[config.mk]
export PLATFORM = sky130hd
export DESIGN_NAME = battleship_game_ctrl
export DESIGN_NICKNAME = d
export VERILOG_FILES = /design/src/rtl/battleship_game_ctrl.sv
export SDC_FILE = /design/constraint.sdc
export NUM_CORES = 1
export LEC_CHECK = 0
export ABC_AREA = 1
export BUFFER_PORTS_ARGS = -buffer_cell sky130_fd_sc_hd__clkbuf_2
export CORE_ASPECT_RATIO = 1.75
export CORE_MARGIN = 2
export CORE_UTILIZATION = 60
export CTS_BUF_LIST = sky130_fd_sc_hd__clkbuf_8
export DETAILED_ROUTE_END_ITERATION = 7
export GPL_TIMING_DRIVEN = 0
export PLACE_DENSITY = 0.82
export SYNTH_ARGS = -nofsm -noshare
export SYNTH_HDL_FRONTEND = slang
export SYNTH_SLANG_ARGS = --single-unit
[constraint.sdc]
create_clock -name clk -period 4.4 [get_ports clk]
set_input_delay 0.88 -clock clk [delete_from_list [all_inputs] [get_ports clk]]
set_output_delay 0.88 -clock clk [all_outputs]
set_load 0.01 [all_outputs]
[src/rtl/battleship_game_ctrl.sv]
// Game sequencer for the 5x5 battleship datapath: placement, alternating
// shot turns, LFSR-driven CPU moves, player turn timeout and win/lose.
module battleship_game_ctrl #(
    parameter int unsigned N_SHIPS     = 4,
    parameter logic [31:0] TURN_CYCLES = 32'd250_000_000,
    parameter logic [15:0] CPU_DELAY   = 16'd1000,
    parameter logic [7:0]  LFSR_SEED   = 8'hA5
) (
    input  logic        clk,
    input  logic        rst_n,
    input  logic        start,
    input  logic        confirm,
    input  logic [2:0]  sel_row,
    input  logic [2:0]  sel_col,
    input  logic [49:0] board_p,
    input  logic [49:0] board_c,
    output logic [2:0]  row,
    output logic [2:0]  col,
    output logic        assign_p,
    output logic        assign_c,
    output logic        shoot_p,
    output logic        shoot_c,
    output logic [2:0]  phase,
    output logic        reject,
    output logic [3:0]  ships_left_p,
    output logic [3:0]  ships_left_c
);

    typedef enum logic [2:0] {
        S_IDLE    = 3'd0,
        S_PLACE_P = 3'd1,
        S_PLACE_C = 3'd2,
        S_P_TURN  = 3'd3,
        S_C_TURN  = 3'd4,
        S_CHECK   = 3'd5,
        S_WIN     = 3'd6,
        S_LOSE    = 3'd7
    } state_t;

    localparam logic [3:0]  SHIPS        = 4'(N_SHIPS);
    localparam logic [31:0] TIMEOUT_LAST = TURN_CYCLES - 32'd1;
    localparam logic [31:0] CPU_WAIT     = {16'h0000, CPU_DELAY};

    // Cell lies inside the 5x5 grid.
    function automatic logic cell_valid(input logic [2:0] r, input logic [2:0] c);
        return (r <= 3'd4) && (c <= 3'd4);
    endfunction

    // One bit of a cell: shot=0 selects the ship bit, shot=1 the shot bit.
    function automatic logic cell_bit(input logic [49:0] b, input logic [2:0] r,
                                      input logic [2:0] c, input logic shot);
        logic [5:0] idx;
        idx = ({3'b000, r} * 6'd10) + {2'b00, c, 1'b0} + {5'b00000, shot};
        return 1'(b >> idx);
    endfunction

    // Ships remaining = N_SHIPS minus cells that are both ship and shot, floored at 0.
    function automatic logic [3:0] ships_left(input logic [49:0] b);
        logic [4:0] hits;
        hits = 5'd0;
        for (int i = 0; i < 25; i++) begin
            hits = hits + {4'b0000, b[2*i] & b[2*i+1]};
        end
        if (hits >= {1'b0, SHIPS}) begin
            return 4'd0;
        end else begin
            return SHIPS - hits[3:0];
        end
    endfunction

    state_t      r_state, r_ret;
    logic [2:0]  r_row, r_col;
    logic        r_assign_p, r_assign_c, r_shoot_p, r_shoot_c, r_reject;
    logic [3:0]  r_left_p, r_left_c, r_placed;
    logic [31:0] r_timer;
    logic [7:0]  r_lfsr;
    logic [1:0]  r_hold;
    logic        r_auto, r_pend, r_chk;

    state_t      w_state, w_ret;
    logic [2:0]  w_row, w_col;
    logic        w_assign_p, w_assign_c, w_shoot_p, w_shoot_c, w_reject;
    logic [3:0]  w_left_p, w_left_c, w_placed;
    logic [31:0] w_timer;
    logic [1:0]  w_hold;
    logic        w_auto, w_pend, w_chk;

    logic [2:0]  w_cand_row, w_cand_col;
    logic        w_cand_ok, w_sel_ok, w_lfsr_fb;
    logic        w_sel_p_ship, w_sel_c_shot, w_cand_c_ship, w_cand_c_shot, w_cand_p_shot;
    logic [3:0]  w_count_p, w_count_c, w_placed_inc;

    assign w_lfsr_fb     = r_lfsr[7] ^ r_lfsr[5] ^ r_lfsr[4] ^ r_lfsr[3];
    assign w_cand_row    = r_lfsr[2:0];
    assign w_cand_col    = r_lfsr[5:3];
    assign w_cand_ok     = cell_valid(w_cand_row, w_cand_col);
    assign w_sel_ok      = cell_valid(sel_row, sel_col);
    assign w_sel_p_ship  = cell_bit(board_p, sel_row, sel_col, 1'b0);
    assign w_sel_c_shot  = cell_bit(board_c, sel_row, sel_col, 1'b1);
    assign w_cand_c_ship = cell_bit(board_c, w_cand_row, w_cand_col, 1'b0);
    assign w_cand_c_shot = cell_bit(board_c, w_cand_row, w_cand_col, 1'b1);
    assign w_cand_p_shot = cell_bit(board_p, w_cand_row, w_cand_col, 1'b1);
    assign w_count_p     = ships_left(board_p);
    assign w_count_c     = ships_left(board_c);
    assign w_placed_inc  = r_placed + 4'd1;

    // Next-state, next-output and counter logic for the game sequencer.
    always_comb begin
        w_state    = r_state;
        w_ret      = r_ret;
        w_row      = r_row;
        w_col      = r_col;
        w_assign_p = 1'b0;
        w_assign_c = 1'b0;
        w_shoot_p  = 1'b0;
        w_shoot_c  = 1'b0;
        w_reject   = 1'b0;
        w_left_p   = r_left_p;
        w_left_c   = r_left_c;
        w_placed   = r_placed;
        w_timer    = r_timer;
        w_hold     = r_hold;
        w_auto     = r_auto;
        w_pend     = r_pend;
        w_chk      = r_chk;
        case (r_state)
            S_IDLE, S_WIN, S_LOSE: begin
                if (start) begin
                    w_state  = S_PLACE_P;
                    w_placed = 4'd0;
                    w_timer  = 32'd0;
                    w_left_p = SHIPS;
                    w_left_c = SHIPS;
                    w_hold   = 2'd0;
                    w_auto   = 1'b0;
                    w_pend   = 1'b0;
                    w_chk    = 1'b0;
                end else begin
                    w_state = r_state;
                end
            end
            S_PLACE_P: begin
                if (!confirm) begin
                    w_state = r_state;
                end else if (!w_sel_ok || w_sel_p_ship) begin
                    w_reject = 1'b1;
                end else begin
                    w_row      = sel_row;
                    w_col      = sel_col;
                    w_assign_p = 1'b1;
                    if (w_placed_inc == SHIPS) begin
                        w_state  = S_PLACE_C;
                        w_placed = 4'd0;
                        w_hold   = 2'd0;
                    end else begin
                        w_placed = w_placed_inc;
                    end
                end
            end
            S_PLACE_C: begin
                if (r_hold != 2'd0) begin
                    // Give the board one full cycle to absorb the last assign.
                    w_hold = r_hold - 2'd1;
                end else if (w_cand_ok && !w_cand_c_ship) begin
                    w_row      = w_cand_row;
                    w_col      = w_cand_col;
                    w_assign_c = 1'b1;
                    w_hold     = 2'd2;
                    if (w_placed_inc == SHIPS) begin
                        w_state  = S_P_TURN;
                        w_placed = 4'd0;
                        w_timer  = 32'd0;
                        w_auto   = 1'b0;
                        w_pend   = 1'b0;
                    end else begin
                        w_placed = w_placed_inc;
                    end
                end else begin
                    w_hold = 2'd0;
                end
            end
            S_P_TURN: begin
                if (r_pend) begin
                    // Shoot pulse just went out; CHECK starts the cycle after it.
                    w_state = S_CHECK;
                    w_pend  = 1'b0;
                    w_chk   = 1'b0;
                end else if (r_auto || (r_timer == TIMEOUT_LAST)) begin
                    w_auto = 1'b1;
                    if (w_cand_ok && !w_cand_c_shot) begin
                        w_row     = w_cand_row;
                        w_col     = w_cand_col;
                        w_shoot_c = 1'b1;
                        w_pend    = 1'b1;
                        w_ret     = S_C_TURN;
                        w_timer   = 32'd0;
                        w_auto    = 1'b0;
                    end else begin
                        w_timer = r_timer;
                    end
                end else if (confirm) begin
                    if (w_sel_ok && !w_sel_c_shot) begin
                        w_row     = sel_row;
                        w_col     = sel_col;
                        w_shoot_c = 1'b1;
                        w_pend    = 1'b1;
                        w_ret     = S_C_TURN;
                        w_timer   = 32'd0;
                    end else begin
                        w_reject = 1'b1;
                        w_timer  = r_timer + 32'd1;
                    end
                end else begin
                    w_timer = r_timer + 32'd1;
                end
            end
            S_C_TURN: begin
                if (r_pend) begin
                    w_state = S_CHECK;
                    w_pend  = 1'b0;
                    w_chk   = 1'b0;
                end else if (r_timer < CPU_WAIT) begin
                    w_timer = r_timer + 32'd1;
                end else if (w_cand_ok && !w_cand_p_shot) begin
                    w_row     = w_cand_row;
                    w_col     = w_cand_col;
                    w_shoot_p = 1'b1;
                    w_pend    = 1'b1;
                    w_ret     = S_P_TURN;
                    w_timer   = 32'd0;
                end else begin
                    w_timer = r_timer;
                end
            end
            S_CHECK: begin
                if (!r_chk) begin
                    w_chk = 1'b1;
                end else begin
                    w_chk    = 1'b0;
                    w_left_p = w_count_p;
                    w_left_c = w_count_c;
                    w_timer  = 32'd0;
                    w_auto   = 1'b0;
                    if (w_count_c == 4'd0) begin
                        w_state = S_WIN;
                    end else if (w_count_p == 4'd0) begin
                        w_state = S_LOSE;
                    end else begin
                        w_state = r_ret;
                    end
                end
            end
            default: begin
                w_state = S_IDLE;
            end
        endcase
    end

    // State, registered outputs and counters.
    always_ff @(posedge clk or negedge rst_n) begin
        if (!rst_n) begin
            r_state    <= S_IDLE;
            r_ret      <= S_P_TURN;
            r_row      <= 3'd0;
            r_col      <= 3'd0;
            r_assign_p <= 1'b0;
            r_assign_c <= 1'b0;
            r_shoot_p  <= 1'b0;
            r_shoot_c  <= 1'b0;
            r_reject   <= 1'b0;
            r_left_p   <= SHIPS;
            r_left_c   <= SHIPS;
            r_placed   <= 4'd0;
            r_timer    <= 32'd0;
            r_hold     <= 2'd0;
            r_auto     <= 1'b0;
            r_pend     <= 1'b0;
            r_chk      <= 1'b0;
        end else begin
            r_state    <= w_state;
            r_ret      <= w_ret;
            r_row      <= w_row;
            r_col      <= w_col;
            r_assign_p <= w_assign_p;
            r_assign_c <= w_assign_c;
            r_shoot_p  <= w_shoot_p;
            r_shoot_c  <= w_shoot_c;
            r_reject   <= w_reject;
            r_left_p   <= w_left_p;
            r_left_c   <= w_left_c;
            r_placed   <= w_placed;
            r_timer    <= w_timer;
            r_hold     <= w_hold;
            r_auto     <= w_auto;
            r_pend     <= w_pend;
            r_chk      <= w_chk;
        end
    end

    // Free-running CPU move generator (taps 8,6,5,4).
    always_ff @(posedge clk or negedge rst_n) begin
        if (!rst_n) begin
            r_lfsr <= LFSR_SEED;
        end else begin
            r_lfsr <= {r_lfsr[6:0], w_lfsr_fb};
        end
    end

    assign row          = r_row;
    assign col          = r_col;
    assign assign_p     = r_assign_p;
    assign assign_c     = r_assign_c;
    assign shoot_p      = r_shoot_p;
    assign shoot_c      = r_shoot_c;
    assign reject       = r_reject;
    assign phase        = r_state;
    assign ships_left_p = r_left_p;
    assign ships_left_c = r_left_c;

endmodule

==> impl_metrics.yaml <==
run_status:
  outcome: "finished, violations left"
  violations: "negative setup slack"
worst_setup_path:
  start_kind: "primary input"
  crit_required_ps: 4700
  arrival_ps: 5740
  critPathTopFamily: "adder cells"
  critPathMaxStageDelay_ps: 590
  slowest_stage: "fa_1"
  reg2reg_from: "r_lfsr[0]"
  worst-path-buf-inv: 6
  worstPathMaxFanout: 3
  cp-end-kind: "flip-flop"
  cpMostUsedCell: "fa_1"
  crit_type: "in -> reg"
  timing.critical_path.from: "board_c[7]"
power_and_ir_drop:
  power.switching_fraction_pct: 52.2
  p_sw_mw: 2.47
  ir_worst_vdd_uv: 454
  p_comb_share_pct: 70.2
  p_per_area_nw_per_um2: 520
  leakagePower_nw: 5.12
  p_seq_share_pct: 18.5
  p_clk_share_pct: 11.3
  p_total_mw: 4.72
  p_int_mw: 2.26
die:
  die_h_microns: 153
  io_pins: 132
  core_sq_um: 12400
  die_area_sq_um: 13700
  initial_core_util_pct: 61.6
  row_count: 54
  die_x_microns: 89.4
routing:
  via_per_inst: 5.52
  num_vias: 8474
  drtIter0Drc: 509
  first_pass_iters: 8
  drc: 0
  drtAntennaViolNets: 0
  wire_per_inst_microns: 15.8
  route.final.wire_length_mm: 24.2
clock_network:
  numCtsBuffers: 9
  clk_latency_ps: 360
  htree_num_levels: 3
  root_buffer: "clkbuf_8"
  cts.sinks: 73
  clk_pin_slew_worst_paths_ps: 80
  cts_tree: "yes"
  clock_path_buffers: 2
synthesis:
  syn_area_sq_um: 7650
  avgSynthCellArea_sq_um: 6.36
  synth.net_count: 1377
  synth-async-reset-ratio_pct: 100
  synthCells: 1204
  yosysSeqAreaShare_pct: 24.0
  synth.ff_latch_count: 73
  synth_edf_count: 0
  ys.flop_type: "dfrtp_1"
  synth.distinct_cells: 37
  synth_warnings: 0
sta:
  fin_worst_skew_ps: 10.7
  fin_hold_ws_ps: 345
  relSlewSlack_pct: 32.6
  rsz0062_at_grt: "true"
  fmax_mhz: 184
  fin_crit_sh_pct: 124
  report.final.hold_viol_count: 0
  finalCriticalPeriod_ps: 5440
  setup_ws_ps: -1040
  final_max_slew_viol_count: 0
  worst_slew_pin_slew_ps: 1000
  finalSetupViolations: 9
global_route:
  gr-total-overflow: 0
  antenna_found_initial: 0
  grt_pass1_wl_mm: 38.7
  grt_max_degree: 54
  grt_pass1_vias: 8501
  grt.total_usage_pct: 36.3
finish:
  fillerInstances: 1136
  drive_gt1_share_pct: 18.8
  diodes: 0
  fin_nets: 1534
  fin_area_sq_um: 9090
  final_core_util_pct: 73.1
  syn2layout_area_growth_pct: 18.8
worst_hold_path:
  hold_start: "r_lfsr[6]"
  holdCritPathClass: "reg -> reg"
placed_design:
  dpl_cell_area_sq_um: 8570
  pre_cts_slack_ps: -1670
  post-dp-hpwl_mm: 18.9
  place.gp.congestion: 0.944
  io_buffers: 131
flow_run:
  maxCapViolCount: 0
==> cell usage in the layout, fill, tap and decap left out, types with 26 or more instances in the layout <==
master	instances
clkbuf_2	125
dfrtp_1	66
fa_1	34
inv_1	202
nand2_1	359
nand3_1	150
nor2_1	91
o21ai_0	40
o21ai_1	26
==> registers in the layout, summed over array words and instances, names as in the netlist, 2 cells and up <==
signal and flops:
r_timer 32, r_lfsr 8, r_placed 4, ships_left_c 4
ships_left_p 4, col 3, phase 3, row 3
r_hold 2, r_ret 2
==> Yosys cell counts, drive strengths merged, types with 10 or more instances <==
library cell,number,area share [%]
nand2,372,18
inv,225,11
nand3,154,10
nor2,107,5.7
dfrtp,66,22
o21ai,66,4.3
fa,38,9.9
ha,25,4.1
xor2,25,3.1
buf,23,1.9
nor3,18,1.2
xnor2,15,1.7
clkbuf,13,0.64
nand4,13,1.1
a21oi,10,0.65
==> metal layers <==
layer	global-route usage, %	share of wire, %
met4	26.9	8.1
met1	35.8	32
met2	64.8	55
met5	0	0
met3	5.51	4.9
==> kinds of logic (layout without fill, tap and decap cells) <==
| group | Yosys count | count (layout) | share of synthesized area [%] |
|---|---|---|---|
| and+or+nand+nor | 678 | 678 | 37.5 |
| buffers and inverters | 262 | 424 | 13.6 |
| AOI/OAI and AO/OA | 88 | 88 | 6.10 |
| DFF | 73 | 73 | 24.0 |
| adders and majority gates | 63 | 63 | 14.0 |
| xor gates and xnor gates | 40 | 40 | 4.77 |
==> worst paths after layout <==
path	endpoint	slack (ps)	depth (start not counted)
worst max-delay path	phase[2]	-1040	25
worst min-delay path	r_lfsr[7]	350	0
worst max register to register	r_timer[26]	960	14
worst min register to register	r_lfsr[7]	350	0
max in group asynchronous	r_lfsr[2]	3330	2
min in group asynchronous	r_placed[3]	430	1
==> per-stage QoR <==
step           std cells  TNS, ps
4_1_cts             1534    -7450
3_3_place_gp        1503   -11410
5_1_grt             1534    -8470
6_report            1534    -7450
2_1_floorplan       1204    -6370
3_5_place_dp        1504   -12190
==> power by group through the flow <==
stage	logic, mW	clock network, mW	registers, mW
floorplan	1.70	0	0.888
global placement	2.39	0	0.879
detailed placement	2.47	0	0.880
CTS	2.81	0.546	0.867
global route	3.67	0.567	0.880
finish	3.32	0.535	0.872
==> timing repair <==
action / 4_1_cts / 5_1_grt
gates cloned: 0 / 0
hold buffers: 0 / 0
pin swaps: 21 / 34
gates resized for setup: 26 / 42
endpoints found under the setup margin: 9 / 9
setup buffers: 15 / 2
==> final cells by class <==
type,instances,area [sq um],area share [%]
multi-input cells,869,4960,54.6
flip-flops and latches,73,1840,20.2
inverters,226,848,9.33
repair buffers,146,842,9.26
well taps,168,210,2.31
plain buffers,36,193,2.12
clock buffers,9,124,1.36
clock inverters,7,71.3,0.785
Power figures use the tool's default switching activity.
